`src/rtl/flash_audio_sequencer.sv`:
```
// Walks the flash audio region over an Avalon-MM read master, emitting one 16-bit sample per tick.
// Each fetched 32-bit word supplies two samples; direction selects which half comes first.
module flash_audio_sequencer #(
  parameter int unsigned          ADDR_W     = 23,
  parameter logic [ADDR_W-1:0]    START_ADDR = 23'h000000,
  parameter logic [ADDR_W-1:0]    END_ADDR   = 23'h07FFFF
) (
  input  logic                clk,
  input  logic                reset,
  input  logic                sample_tick,
  input  logic                pause,
  input  logic                play_forward,
  input  logic                restart,
  output logic                flash_read,
  output logic [ADDR_W-1:0]   flash_address,
  input  logic                flash_waitrequest,
  input  logic                flash_readdatavalid,
  input  logic [31:0]         flash_readdata,
  output logic signed [15:0]  audio_sample,
  output logic                sample_valid
);

  typedef enum logic [1:0] {S_IDLE, S_REQ, S_WAIT} state_t;

  state_t              r_state;
  state_t              w_next;
  logic [ADDR_W-1:0]   r_addr;
  logic                r_half;
  logic                r_dir;
  logic                r_discard;
  logic [31:0]         r_word_buf;
  logic signed [15:0]  r_audio;
  logic                r_valid;
  logic [ADDR_W-1:0]   w_step;
  logic [ADDR_W-1:0]   w_reload;

  assign w_reload = play_forward ? START_ADDR : END_ADDR;

  always_comb begin
    if (play_forward) w_step = (r_addr == END_ADDR)   ? START_ADDR : r_addr + 1'b1;
    else              w_step = (r_addr == START_ADDR) ? END_ADDR   : r_addr - 1'b1;
  end

  always_comb begin
    w_next = r_state;
    case (r_state)
      S_IDLE: if (sample_tick && !pause && !restart && !r_half) w_next = S_REQ;
      S_REQ:  if (!flash_waitrequest) w_next = S_WAIT;
      S_WAIT: if (flash_readdatavalid) w_next = S_IDLE;
      default: w_next = S_IDLE;
    endcase
  end

  always_ff @(posedge clk or posedge reset) begin
    if (reset) r_state <= S_IDLE;
    else       r_state <= w_next;
  end

  // r_dir remembers which half was emitted first, so the second half is
  // always the other one even if play_forward flips between the two ticks.
  always_ff @(posedge clk or posedge reset) begin
    if (reset) begin
      r_addr     <= START_ADDR;
      r_half     <= 1'b0;
      r_dir      <= 1'b1;
      r_discard  <= 1'b0;
      r_word_buf <= '0;
      r_audio    <= '0;
      r_valid    <= 1'b0;
    end else begin
      r_valid <= 1'b0;
      case (r_state)
        S_IDLE: begin
          if (restart) begin
            r_addr <= w_reload;
            r_half <= 1'b0;
          end else if (sample_tick && !pause && r_half) begin
            r_audio <= r_dir ? r_word_buf[31:16] : r_word_buf[15:0];
            r_valid <= 1'b1;
            r_half  <= 1'b0;
            r_addr  <= w_step;
          end
        end
        S_REQ: begin
          if (restart) r_discard <= 1'b1;
        end
        S_WAIT: begin
          if (flash_readdatavalid) begin
            r_word_buf <= flash_readdata;
            r_discard  <= 1'b0;
            if (r_discard || restart) begin
              r_addr <= w_reload;
              r_half <= 1'b0;
            end else begin
              r_audio <= play_forward ? flash_readdata[15:0] : flash_readdata[31:16];
              r_valid <= 1'b1;
              r_half  <= 1'b1;
              r_dir   <= play_forward;
            end
          end else if (restart) begin
            r_discard <= 1'b1;
          end
        end
        default: ;
      endcase
    end
  end

  assign flash_read    = (r_state == S_REQ);
  assign flash_address = r_addr;
  assign audio_sample  = r_audio;
  assign sample_valid  = r_valid;

endmodule

```
`config.mk`:
```
export PLATFORM = sky130hd
export DESIGN_NAME = flash_audio_sequencer
export DESIGN_NICKNAME = d
export VERILOG_FILES = /design/src/rtl/flash_audio_sequencer.sv
export SDC_FILE = /design/constraint.sdc
export NUM_CORES = 1
export LEC_CHECK = 0
export CAP_MARGIN = 10
export CORE_ASPECT_RATIO = 1.75
export CORE_MARGIN = 2
export CORE_UTILIZATION = 50
export CTS_BUF_LIST = sky130_fd_sc_hd__clkbuf_4
export CTS_CLUSTER_DIAMETER = 200
export DETAILED_ROUTE_END_ITERATION = 16
export HOLD_SLACK_MARGIN = 0.1
export PLACE_DENSITY_LB_ADDON = 0.2
export SKIP_CTS_REPAIR_TIMING = 1
export SYNTH_ARGS = -nofsm -noshare
export SYNTH_HDL_FRONTEND = slang
export SYNTH_SLANG_ARGS = --single-unit
```
`constraint.sdc`:
```
create_clock -name clk -period 4.3 [get_ports clk]
set_input_delay 1.075 -clock clk [delete_from_list [all_inputs] [get_ports clk]]
set_output_delay 1.075 -clock clk [all_outputs]
set_load 0.02 [all_outputs]
```
Word-level counts from Yosys, hierarchy flattened
Cells that the tools add are included.
Storage, ports and cells
  bits of input ports: 40
  logic and storage cells: 72
  register bits after elaboration: 77
  output and inout port bits: 41
Cells by class
  multiplexer cells: 32
  eq/ne operators: 11
  reduce and logical (&&, ||, !) cells: 18
  bitwise logic cells: 1
  add/sub/neg operators: 2
Operator list (number)
  23-bit two-way mux: 7
  16-bit two-way mux: 6
  23-bit case mux with 2 select lines: 1
  16-bit case mux with 2 select lines: 1
  23-bit by 1-bit adder with 23-bit output, second input constant: 1
  23-bit by 19-bit equality test with 1-bit output, second input constant: 1
  23-bit logical NOT: 1
  23-bit by 1-bit subtractor with 23-bit output, second input constant: 1
  19-bit two-way mux: 1
  2-bit inequality test, second input constant: 7
  1-bit two-way mux: 9
  3-bit AND reduction: 3
  2-bit two-way mux: 3
  1-bit case mux with 2 select lines: 3
  2-bit case mux with 3 select lines: 1
  5-bit AND reduction: 1
  1-bit logical AND: 4
  4-bit AND reduction: 1
  2-bit nonzero test: 2
  1-bit logical NOT: 3
  3-bit inequality test, second input constant: 1
  2-bit by 1-bit equality test with 1-bit output, second input constant: 1
  2-bit equality test, second input constant: 1
  2-bit logical NOT: 1
  other kinds (3): 3

Longest topological paths before layout
  word-level depth: 6
  mapped depth: 9
  mapped depth without buffers: 7

Worst setup path after synthesis
No wires, ideal clock.
  path type: input-to-reg
  start: input port pause
  end: register r_audio[0] (netlist: audio_sample[0])
  stages: 4
  required time: 4175 ps
  path slack: 1603 ps
  arrival time: 2572 ps
  cell sequence: nand3b_1 -> a2111oi_2 -> buf_4 -> mux2_2
Between the ends
  word-level cells in the longest chain between the ends: 5
RTL lines
  from (decl): RTL line 11  | input logic pause,
  1-bit logical NOT: RTL line 77  | end else if (sample_tick && !pause && r_half) begin
  1-bit logical AND (2 in a row): RTL line 77
  2-bit inequality test (no source line)
  5-bit AND reduction (no source line)
  to (signal assigned): RTL line 78  | r_audio <= r_dir ? r_word_buf[31:16] : r_word_buf[15:0];
  to (signal assigned): RTL line 95  | r_audio <= play_forward ? flash_readdata[15:0] : flash_readdata[31:16];
  to (decl): RTL line 32  | logic signed [15:0] r_audio;
No other way between the ends.
A chain may end at the register's enable or synchronous reset.

Worst setup path after layout
  start: register r_addr[5] (netlist: flash_address[5])
  end: output port flash_address[5]
RTL lines
  from (decl): RTL line 27  | logic [ADDR_W-1:0] r_addr;
  from (signal assigned): RTL line 75  | r_addr <= w_reload;
  from (signal assigned): RTL line 81  | r_addr <= w_step;
  from (signal assigned): RTL line 92  | r_addr <= w_reload;
  to (decl): RTL line 15  | output logic [ADDR_W-1:0] flash_address,
No word-level cell between the ends.

==> impl_metrics.ini <==
[worst_setup_path]
r2r_cells = 8
startpoint_type = flop
cp_max_fo = 13
crit_chain = clkdlybuf4s50_1
cpLargestDelayFamily = buffers and inverters
cp.depth = 1
end_kind = output port
reg2reg_from = r_state[0]
crit_type = reg -> out
required_ns = 3.22
reg2reg_to = flash_address[10]
cp-startpoint = flash_address[5]
worst_ep_arrival_time_ns = 1.76
critPathBufInv = 1
critPathSlowestCell = clkdlybuf4s50_1
cpPeakStageDelay_ns = 0.69
r2r_slack_ns = 1.58
critPathCapture = flash_address[5]

[placement]
gp_congestion = 0.929
place_inst = 672
portBuffers = 80
placed_cell_area_mm2 = 0.00571
place_ws_ns = 1.04
dpl.hpwl_um = 9600

[sta]
rsz0062_at_grt = false
fin_skew_ns = 0.0187
tns_ns = 0
layout_setup_ws_ns = 1.46
relSlewSlack_pct = 33.9
setup_viol = 0
min_period_ns = 2.84
max_freq_mhz = 352
slew_viol_final = 0
worst_pin_slew_ns = 0.991
hold_viol = 0
min_period_over_period_pct = 66.0

[synthesis]
seq_area_frac_synth_pct = 39.8
synth_compound_area_share_pct = 18.7
synth_top_family_by_area = compound AO/OA/AOI/OAI gates
yosysWarnings = 0
synth_cells = 501
yosys.area.top_type = dfrtp_1
avgSynthCellArea_um2 = 9.67
ys_types = 65
ys.flop_type = dfrtp_1
async_reset_ff_share_pct = 100
yosysTopAreaCellShare_pct = 39.2
synth_edf_count = 0
synthTopCellsByArea = dfrtp_1 39%, mux2_2 12%, mux2i_1 4.3%, a21oi_1 4.0%, a211oi_1 2.9%
netlist_area_mm2 = 0.00485
syn_nets = 547
synth_mux_area_share_pct = 16.0
synth_common_cells = 76 x dfrtp_1, 50 x mux2_2, 39 x a21oi_1
ys_ff_latch = 77
synthXorXnorAreaFrac_pct = 1.26
synth_fa_ha_area_share_pct = 1.55
synth-simple-area-share_pct = 18.0
yosysMostFrequentCell = dfrtp_1

[detailed_routing]
wl_um = 13600
first_pass_iters = 4
drt-met1-wl_um = 4850
drc = 0
drt_iter0_markers = 282
wl_met3_um = 741
vias = 4335
route.met2.wl_um = 7240
highest_layer = met4
routedWlPerCell_um = 19.7
viasPerCell = 6.30
drtAntennaViolNets = 0

[clock_tree]
root_buffer = clkbuf_4
cts_buffer_depth = 2
numCtsBuffers = 9
clk_latency_ns = 0.46
cts_tree = yes
h-tree-depth = 3
cts.sinks = 77
path_clk_slew_ns = 0.13

[worst_hold_path]
whs_path_depth = 1
min_path_type = reg -> reg

[power_and_ir_drop]
max-vdd-ir-drop_mv = 0.409
cellPowerDensity_mw_per_mm2 = 709
leakage_nw = 2.32

[final_layout]
syn_to_final_growth_pct = 21.0
stdcell_count = 688
utilization_pct = 61.9
layout-drive-gt1-share_pct = 17.0
fin_area_mm2 = 0.00586
final_nets = 607

[grt]
grt_pass1_wl_um = 22300
grt_start_max_net_pins = 78
antenna_found_initial = 1
grt_overflow = 0
grt_pass1_vias = 4474
grtUsageTotal_pct = 27.2

[flow_run]
drv_cap = 0

[status]
status = completed

[die]
ios = 81
fp.dieArea_mm2 = 0.0105
initial_core_util_pct = 51.2
coreArea_mm2 = 0.00947
die_x_um = 78.4
row_count = 47
dieHeight_um = 134
==> power by group <==
part | internal, mW | switching [mW]
clock | 0.233 | 0.277
sequential | 1.07 | 0.415
combinational | 1.05 | 1.11
total | 2.36 | 1.80
==> stage by stage <==
| stage | power, mW | hold slack, ns |
|---|---|---|
| after global routing | 4.43 | 0.540 |
| after detailed placement | 3.65 | 0.487 |
| final | 4.16 | 0.513 |
| after global placement | 3.58 | 0.479 |
| after CTS | 4.16 | 0.517 |
| after floorplan | 2.89 | 0.471 |
==> routing by layer <==
metal / GRT usage [%] / vias up
li1: - / 1998
met2: 48.2 / 181
met3: 5.59 / 52
met4: 17.1 / 0
met1: 29.1 / 2104
met5: 0 / -
==> state kept, by name (all words and copies together), names as in the netlist <==
signal and flops:
r_word_buf 32, flash_address 23, audio_sample 16, r_state 2, r_dir 1, r_discard 1
r_half 1, sample_valid 1
==> worst min-delay path by stage <==
stage                         from              to  slack (ns)
floorplan            r_word_buf[0]   r_word_buf[0]        0.47
global placement     r_word_buf[5]   r_word_buf[5]        0.48
detailed placement   r_word_buf[2]   r_word_buf[2]        0.49
CTS                  r_word_buf[2]   r_word_buf[2]        0.52
global route        r_word_buf[23]  r_word_buf[23]        0.54
finish               r_word_buf[6]   r_word_buf[6]        0.51
==> area by class of cell <==
type / instances / area [um2]
Fill cell: 847 / 3600
Clock buffer: 9 / 67.6
Inverter: 15 / 56.3
Tap cell: 122 / 153
Antenna cell: 1 / 2.50
Multi-Input combinational cell: 370 / 2710
Timing Repair Buffer: 88 / 861
Clock inverter: 6 / 86.3
Sequential cell: 77 / 1930
==> cells by family after synthesis <==
group | count (synthesis)
muxes | 71
adders and majority gates | 6
xor gates and xnor gates | 7
and+or+nand+nor | 152
DFF | 77
AOI/OAI and AO/OA | 134
buffers and inverters | 54
==> cell usage in the layout, fill, tap and decap left out, types with 7 or more instances in the layout <==
cell type,count
clkdlybuf4s50_1,80
dfrtp_1,76
mux2_2,50
a21oi_1,39
nor2_1,33
mux2i_1,21
a211oi_1,19
nor2b_1,18
nand2_1,17
o21ai_0,15
inv_1,14
nor3_1,12
nand4_1,10
nor4_1,9
clkbuf_4,9
or2_2,8
buf_4,8
nand3_1,7
Power figures use the tool's default switching activity.
